[config.mk]
export PLATFORM = sky130hd
export DESIGN_NAME = multicycle_processor_flat
export DESIGN_NICKNAME = d
export VERILOG_FILES = /design/src/rtl/multicycle_processor_if.sv /design/src/rtl/multicycle_processor.sv /design/src/flat_wrapper.sv
export SDC_FILE = /design/constraint.sdc
export NUM_CORES = 2
export LEC_CHECK = 0
export BUFFER_PORTS_ARGS = -buffer_cell sky130_fd_sc_hd__buf_4
export CORE_ASPECT_RATIO = 1.2
export CORE_UTILIZATION = 51
export CTS_BUF_LIST = sky130_fd_sc_hd__clkbuf_2 sky130_fd_sc_hd__clkbuf_4 sky130_fd_sc_hd__clkbuf_8
export CTS_CLUSTER_DIAMETER = 100
export DETAILED_ROUTE_END_ITERATION = 12
export GPL_TIMING_DRIVEN = 0
export PLACE_DENSITY = 0.67
export REMOVE_ABC_BUFFERS = 1
export SLEW_MARGIN = 20
export SYNTH_ARGS = -nofsm -noshare
export SYNTH_HDL_FRONTEND = slang
export SYNTH_SLANG_ARGS = --single-unit
export TNS_END_PERCENT = 20
[constraint.sdc]
create_clock -name clock -period 6.4 [get_ports clock]
set_input_delay 0.64 -clock clock [delete_from_list [all_inputs] [get_ports clock]]
set_output_delay 0.64 -clock clock [all_outputs]
set_load 0.05 [all_outputs]
[src/rtl/multicycle_processor_if.sv]
// Instruction-fetch bus and writeback observation port of the multicycle core.
//
// Fetch handshake (valid/ready semantics):
//   imem_req is the request valid and imem_ack is the ready/response strobe.
//   A fetch transfers on the rising edge where imem_req && imem_ack are both
//   high, and imem_rdata is taken on that edge. While imem_req is high without
//   imem_ack, imem_req and imem_addr stay stable. imem_ack is ignored whenever
//   imem_req is low.
`timescale 1ns/1ps
interface multicycle_processor_if #(
  parameter int XLEN = 32
);
  logic            imem_req;
  logic [XLEN-1:0] imem_addr;
  logic            imem_ack;
  logic [31:0]     imem_rdata;
  logic            zero;
  logic            wb_valid;
  logic [4:0]      wb_reg;
  logic [XLEN-1:0] wb_data;
  logic            illegal;
  logic [2:0]      state;     // debug view of the control FSM

  modport master (
    output imem_req, imem_addr, zero, wb_valid, wb_reg, wb_data, illegal, state,
    input  imem_ack, imem_rdata
  );

  modport slave (
    input  imem_req, imem_addr, zero, wb_valid, wb_reg, wb_data, illegal, state,
    output imem_ack, imem_rdata
  );
endinterface

[src/rtl/multicycle_processor.sv]
// Multi-cycle RV32I-subset integer core: register-register and
// register-immediate ALU ops, IDLE/FETCH/DECODE/EXECUTE/WRITEBACK control.
`timescale 1ns/1ps
module multicycle_processor #(
  parameter int              XLEN     = 32,
  parameter int              NUM_REGS = 32,
  parameter logic [XLEN-1:0] PC_RESET = '0
) (
  input  logic                    clock,
  input  logic                    reset,
  multicycle_processor_if.master  bus
);

  localparam int        RW  = (NUM_REGS > 1) ? $clog2(NUM_REGS) : 1;
  localparam int        SHW = $clog2(XLEN);
  localparam logic [5:0] NR = 6'(NUM_REGS);

  typedef enum logic [2:0] {
    S_IDLE      = 3'd0,
    S_FETCH     = 3'd1,
    S_DECODE    = 3'd2,
    S_EXECUTE   = 3'd3,
    S_WRITEBACK = 3'd4
  } state_t;

  typedef enum logic [3:0] {
    OP_ADD, OP_SUB, OP_SLL, OP_SLT, OP_SLTU,
    OP_XOR, OP_SRL, OP_SRA, OP_OR, OP_AND
  } alu_op_t;

  state_t          state_q;
  logic [XLEN-1:0] pc_q;
  logic [31:0]     ir_q;
  logic [XLEN-1:0] a_q, b_q, imm_q, r_q;
  logic [XLEN-1:0] rf [NUM_REGS];

  logic            req_q;
  logic [XLEN-1:0] addr_q;
  logic            zero_q;
  logic            wb_valid_q;
  logic [4:0]      wb_reg_q;
  logic [XLEN-1:0] wb_data_q;
  logic            illegal_q;

  // Instruction fields
  logic [6:0] opcode, funct7, shift_f7;
  logic [4:0] rd, rs1, rs2;
  logic [2:0] funct3;

  assign opcode = ir_q[6:0];
  assign rd     = ir_q[11:7];
  assign funct3 = ir_q[14:12];
  assign rs1    = ir_q[19:15];
  assign rs2    = ir_q[24:20];
  assign funct7 = ir_q[31:25];
  // On RV64 the shift amount borrows IR[25], so only IR[31:26] encode the op.
  assign shift_f7 = (XLEN == 64) ? {ir_q[31:26], 1'b0} : ir_q[31:25];

  logic    is_r, is_i, f7_ok, regs_ok, legal;
  alu_op_t op;

  // Decode the latched instruction into an ALU op and a legality verdict.
  always_comb begin
    is_r  = (opcode == 7'h33);
    is_i  = (opcode == 7'h13);
    op    = OP_ADD;
    f7_ok = 1'b0;
    if (is_r) begin
      f7_ok = (funct7 == 7'h00);
      case (funct3)
        3'd0: begin op = funct7[5] ? OP_SUB : OP_ADD; f7_ok = (funct7 == 7'h00) || (funct7 == 7'h20); end
        3'd1: op = OP_SLL;
        3'd2: op = OP_SLT;
        3'd3: op = OP_SLTU;
        3'd4: op = OP_XOR;
        3'd5: begin op = funct7[5] ? OP_SRA : OP_SRL; f7_ok = (funct7 == 7'h00) || (funct7 == 7'h20); end
        3'd6: op = OP_OR;
        default: op = OP_AND;
      endcase
    end else if (is_i) begin
      f7_ok = 1'b1;
      case (funct3)
        3'd0: op = OP_ADD;
        3'd1: begin op = OP_SLL; f7_ok = (shift_f7 == 7'h00); end
        3'd2: op = OP_SLT;
        3'd3: op = OP_SLTU;
        3'd4: op = OP_XOR;
        3'd5: begin
          op    = ir_q[30] ? OP_SRA : OP_SRL;
          f7_ok = (shift_f7 == (ir_q[30] ? 7'h20 : 7'h00));
        end
        3'd6: op = OP_OR;
        default: op = OP_AND;
      endcase
    end
    regs_ok = ({1'b0, rd} < NR) && ({1'b0, rs1} < NR) && (!is_r || ({1'b0, rs2} < NR));
    legal   = (is_r || is_i) && f7_ok && regs_ok;
  end

  logic [XLEN-1:0] op2, alu;
  logic [SHW-1:0]  shamt;

  // ALU on the operand registers; second operand is B for R-type, imm for I-type.
  always_comb begin
    op2   = is_r ? b_q : imm_q;
    shamt = is_r ? b_q[SHW-1:0] : ir_q[20 +: SHW];
    case (op)
      OP_ADD:  alu = a_q + op2;
      OP_SUB:  alu = a_q - op2;
      OP_SLL:  alu = a_q << shamt;
      OP_SLT:  alu = {{(XLEN-1){1'b0}}, ($signed(a_q) < $signed(op2))};
      OP_SLTU: alu = {{(XLEN-1){1'b0}}, (a_q < op2)};
      OP_XOR:  alu = a_q ^ op2;
      OP_SRL:  alu = a_q >> shamt;
      OP_SRA:  alu = $signed(a_q) >>> shamt;
      OP_OR:   alu = a_q | op2;
      default: alu = a_q & op2;
    endcase
  end

  logic [XLEN-1:0] rd_a, rd_b, imm_ext;
  assign rd_a    = (rs1 == 5'd0) ? '0 : rf[rs1[RW-1:0]];
  assign rd_b    = (rs2 == 5'd0) ? '0 : rf[rs2[RW-1:0]];
  assign imm_ext = {{(XLEN-12){ir_q[31]}}, ir_q[31:20]};

  // Control FSM, datapath registers, register file and registered outputs.
  always_ff @(posedge clock or negedge reset) begin
    if (!reset) begin
      state_q    <= S_IDLE;
      pc_q       <= PC_RESET;
      ir_q       <= '0;
      a_q        <= '0;
      b_q        <= '0;
      imm_q      <= '0;
      r_q        <= '0;
      req_q      <= 1'b0;
      addr_q     <= PC_RESET;
      zero_q     <= 1'b0;
      wb_valid_q <= 1'b0;
      wb_reg_q   <= '0;
      wb_data_q  <= '0;
      illegal_q  <= 1'b0;
      for (int i = 0; i < NUM_REGS; i++) rf[i] <= '0;
    end else begin
      case (state_q)
        S_IDLE: begin
          state_q <= S_FETCH;
          req_q   <= 1'b1;
          addr_q  <= pc_q;
        end
        S_FETCH: begin
          if (bus.imem_ack) begin
            ir_q    <= bus.imem_rdata;
            req_q   <= 1'b0;
            state_q <= S_DECODE;
          end
        end
        S_DECODE: begin
          a_q     <= rd_a;
          b_q     <= rd_b;
          imm_q   <= imm_ext;
          state_q <= S_EXECUTE;
        end
        S_EXECUTE: begin
          // The commit pulses are set here so they are high exactly in WRITEBACK.
          if (legal) begin
            r_q        <= alu;
            zero_q     <= (alu == '0);
            wb_valid_q <= (rd != 5'd0);
            if (rd != 5'd0) begin
              wb_reg_q  <= rd;
              wb_data_q <= alu;
            end
          end else begin
            illegal_q <= 1'b1;
          end
          state_q <= S_WRITEBACK;
        end
        S_WRITEBACK: begin
          if (wb_valid_q) rf[rd[RW-1:0]] <= r_q;
          wb_valid_q <= 1'b0;
          illegal_q  <= 1'b0;
          pc_q       <= pc_q + XLEN'(4);
          addr_q     <= pc_q + XLEN'(4);
          req_q      <= 1'b1;
          state_q    <= S_FETCH;
        end
        default: state_q <= S_IDLE;
      endcase
    end
  end

  assign bus.imem_req  = req_q;
  assign bus.imem_addr = addr_q;
  assign bus.zero      = zero_q;
  assign bus.wb_valid  = wb_valid_q;
  assign bus.wb_reg    = wb_reg_q;
  assign bus.wb_data   = wb_data_q;
  assign bus.illegal   = illegal_q;
  assign bus.state     = state_q;

endmodule

[src/flat_wrapper.sv]
// flat-port wrapper written by rule: the top's interface ports become plain ports
module multicycle_processor_flat 
#(
  parameter int              XLEN     = 32,
  parameter int              NUM_REGS = 32,
  parameter logic [XLEN-1:0] PC_RESET = '0
)
  (clock, reset, bus_imem_req, bus_imem_addr, bus_zero, bus_wb_valid, bus_wb_reg, bus_wb_data, bus_illegal, bus_state, bus_imem_ack, bus_imem_rdata);
  multicycle_processor_if #(.XLEN(XLEN)) bus_i ();
  input  logic clock;
  input  logic reset;
  output wire logic [$bits(bus_i.imem_req)-1:0] bus_imem_req;
  output wire logic [$bits(bus_i.imem_addr)-1:0] bus_imem_addr;
  output wire logic [$bits(bus_i.zero)-1:0] bus_zero;
  output wire logic [$bits(bus_i.wb_valid)-1:0] bus_wb_valid;
  output wire logic [$bits(bus_i.wb_reg)-1:0] bus_wb_reg;
  output wire logic [$bits(bus_i.wb_data)-1:0] bus_wb_data;
  output wire logic [$bits(bus_i.illegal)-1:0] bus_illegal;
  output wire logic [$bits(bus_i.state)-1:0] bus_state;
  input wire logic [$bits(bus_i.imem_ack)-1:0] bus_imem_ack;
  input wire logic [$bits(bus_i.imem_rdata)-1:0] bus_imem_rdata;
  assign bus_imem_req = bus_i.imem_req;
  assign bus_imem_addr = bus_i.imem_addr;
  assign bus_zero = bus_i.zero;
  assign bus_wb_valid = bus_i.wb_valid;
  assign bus_wb_reg = bus_i.wb_reg;
  assign bus_wb_data = bus_i.wb_data;
  assign bus_illegal = bus_i.illegal;
  assign bus_state = bus_i.state;
  assign bus_i.imem_ack = bus_imem_ack;
  assign bus_i.imem_rdata = bus_imem_rdata;
  multicycle_processor #(.XLEN(XLEN), .NUM_REGS(NUM_REGS), .PC_RESET(PC_RESET)) u_core (.clock(clock), .reset(reset), .bus(bus_i));
endmodule
==> results.yml <==
power_and_ir_drop:
  vdd_drop_max_mv: 0.285
  powerDensity_nw_per_um2: 401
  power_mw: 33.9
  leakagePower_nw: 38.5
setup_path:
  path_cells: "buf_12 > inv_1 > a21oi_1 > o211ai_1 > o22ai_1 > nor2_1 > nor2_1 > a2111oi_0 > a31oi_1 > nor2_1 > nand3_2 > nor4_4 > nand4b_1 > o41ai_2"
  reg2reg_depth: 14
  slowest_delay_ns: 0.91
  r2r_start: "u_core.ir_q[22]$_DFFE_PN0P_"
  crit_fanout: 18
  critPathSlowestCell: "o211ai_1"
  critPathCaptureType: "flop"
  cp_common_cell: "nor2_1"
  critPathBufInv: 2
  cp-start-kind: "flop"
  crit_required_ns: 7.26
  path_delay_family: "compound AO/OA/AOI/OAI gates"
  reg2reg_to: "u_core.bus.zero$_DFFE_PN0P_"
  path_depth: 14
  worst-setup-path-type: "flop to flop"
  critPathArrivalTime_ns: 7.44
  reg2reg_slack_ns: -0.18
finish:
  regMostFlops: "u_core.rf"
  multi_input_comb_area_um2: 40400
  largest_reg_flops: 1024
  final_common_cell: "dfrtp_1"
  area_delta_synth_final_pct: 14.3
  fin_nets: 6300
  fillers: 11600
  regArea_um2: 31800
  utilization_pct: 58.9
  drive_gt1_share_pct: 38.2
  final_cell_mix: "1255 x dfrtp_1, 1154 x mux2_2, 425 x nand2_1, 424 x mux4_2, 322 x a21oi_1"
timing:
  finalMaxSlewViolations: 0
  hold_viol: 0
  worst_slack_ns: -0.181
  fin_setup_tns_ns: -0.181
  finClkSkew_ns: 0.0336
  slew_headroom_pct: 15.0
  fmax_mhz: 152
  holdWs_ns: 0.266
  worst_pin_slew_ns: 1.26
  setup_viol: 1
  period_share_pct: 103
  rsz0062_at_grt: "no"
  fin_crit_ns: 6.58
synth:
  synth-seq-cells: 1268
  muxShareOfSynthArea_pct: 34.4
  synthXorXnorAreaFrac_pct: 0.581
  synth_area_um2: 73900
  synth.largest_area_cell: "dfrtp_1"
  async_flop_share_pct: 100
  yosysWarnings: 0
  synth_top_family_by_area: "multiplexers"
  synth-edff-count: 0
  syn_inst: 6173
  synth-simple-area-share_pct: 6.21
  syn_area_per_cell_um2: 12.0
  yosysSeqAreaShare_pct: 42.9
  synth_flop_cell: "dfrtp_1"
  synthAdderAreaFrac_pct: 1.70
  synth_top_area_share_pct: 42.9
  netlist_top_cells_area: "dfrtp_1 43%, mux2_2 18%, mux4_2 13%"
  synth_compound_area_share_pct: 10.7
  ys_types: 95
cts:
  clock_latency_ns: 0.97
  htree_levels: 4
  cts_root_buffer: "clkbuf_8"
  cts_tree: "built"
  cts_sinks: 1268
  cts_buffers: 201
  cts.clk_slew.worst_paths_ns: 0.06
  clockBufferDepth: 3
route:
  wl_um: 285000
  viasPerCell: 6.98
  drc: 0
  drt_iter0_drc: 6490
  num_vias: 57600
  dr.pass1.iters: 7
  routedWlPerCell_um: 34.6
  final_antenna_net_count: 0
run_status:
  status: "complete, but fails checks"
  violations: "setup timing"
global_routing:
  grt_max_degree: 151
  grt_usage_pct: 39.0
  antenna_found_initial: 8
  grt.overflow.total: 0
  grt_pass1_wl_um: 410000
  grt_pass1_vias: 57700
floorplanning:
  die-height_um: 419
  start_util_pct: 51.6
  io_pins: 111
  dieWidth_um: 350
  die_area_um2: 146000
  core_area_um2: 143000
  num_rows: 152
place:
  place_congestion: 1.10
  hpwl_um: 195000
  portBuffers: 108
hold_path:
  hold_path_class: "primary input to asynchronous set/reset pin"
run:
  max-cap-violations: 0
cell usage after synthesis (13+ instances only):
master and n:
o21ai_0 213, mux2i_1 288, a221oi_1 23, buf_1 108, inv_1 105, nand2b_1 26, a21o_1 46, nor4_1 21
o31ai_1 23, a31oi_1 32, nor2_1 229, mux4_2 424, a22oi_1 19, a21oi_1 325, a211oi_1 62, and2_1 19
ha_1 97, o221ai_1 94, xor2_1 13, nor3_1 87, mux2_2 1154, dfrtp_1 1268, nor2b_1 14, o211ai_1 34
xnor2_1 36, o22ai_1 130, a2111oi_0 14, nand4_1 18, nand3_1 89, clkbuf_1 413, and3_1 23, nand2_1 444
buf_2 24
worst max-delay path by stage:
| stage | from | to |
|---|---|---|
| after CTS | u_core.ir_q[6]$_DFFE_PN0P_ | u_core.bus.zero$_DFFE_PN0P_ |
| final | u_core.ir_q[22]$_DFFE_PN0P_ | u_core.bus.zero$_DFFE_PN0P_ |
| after floorplan | u_core.ir_q[15]$_DFFE_PN0P_ | u_core.a_q[0]$_DFFE_PN0N_ |
| after global placement | u_core.ir_q[15]$_DFFE_PN0P_ | u_core.a_q[14]$_DFFE_PN0N_ |
| after global routing | u_core.ir_q[6]$_DFFE_PN0P_ | u_core.bus.zero$_DFFE_PN0P_ |
| after detailed placement | u_core.ir_q[3]$_DFFE_PN0P_ | u_core.bus.zero$_DFFE_PN0P_ |
cell type report:
class	instances	share of cell area, %
multi-input combinational	4238	47.8
sequential	1268	37.6
antenna	2	0.00592
clock inverter	30	0.367
clock buffer	330	4.82
timing repair buffer	345	6.09
tap	1925	2.85
inverter	112	0.506
power breakdown:
part | internal (mW) | switching, mW | total (mW)
sequential | 8.38 | 1.47 | 9.85
clock | 4.20 | 3.34 | 7.54
combinational | 5.47 | 11.0 | 16.5
total | 18.1 | 15.8 | 33.9
layer usage:
layer,wire [µm],part of all wire (%),vias to the layer above,GRT usage (%)
met5,35,0.012,-,0
met4,20200,7.1,6,23.8
met3,27100,9.5,965,10.3
met2,130000,45,3262,60.1
met1,108000,38,29900,49.2
li1,-,-,23400,-
what timing repair did:
action | CTS | global route
endpoints found under the hold margin | 131 | 0
gates resized for setup | 23 | 20
gates cloned | 1 | 1
hold buffers | 34 | 0
pin swaps | 5 | 5
endpoints found under the setup margin | 33 | 1
buffers inserted | 9 | 5
metrics by stage:
step           cell area, µm²  instances  worst slack [ns]
2_1_floorplan           71700       5616            -11.73
3_3_place_gp            75000       7649            -33.82
3_5_place_dp            79400       7838             -2.00
4_1_cts                 84300       8242            0.0739
5_1_grt                 84500       8249           0.00781
6_report                84500       8250            -0.181
cell families after synthesis:
logic type | after synthesis
AND/OR/NAND/NOR | 1025
XOR/XNOR | 49
flip-flops | 1268
buffers and inverters | 670
adder cells (fa/ha/maj) | 99
multiplexers | 1866
AO/OA/AOI/OAI | 1195
other | 1
Power figures use the tool's default switching activity.
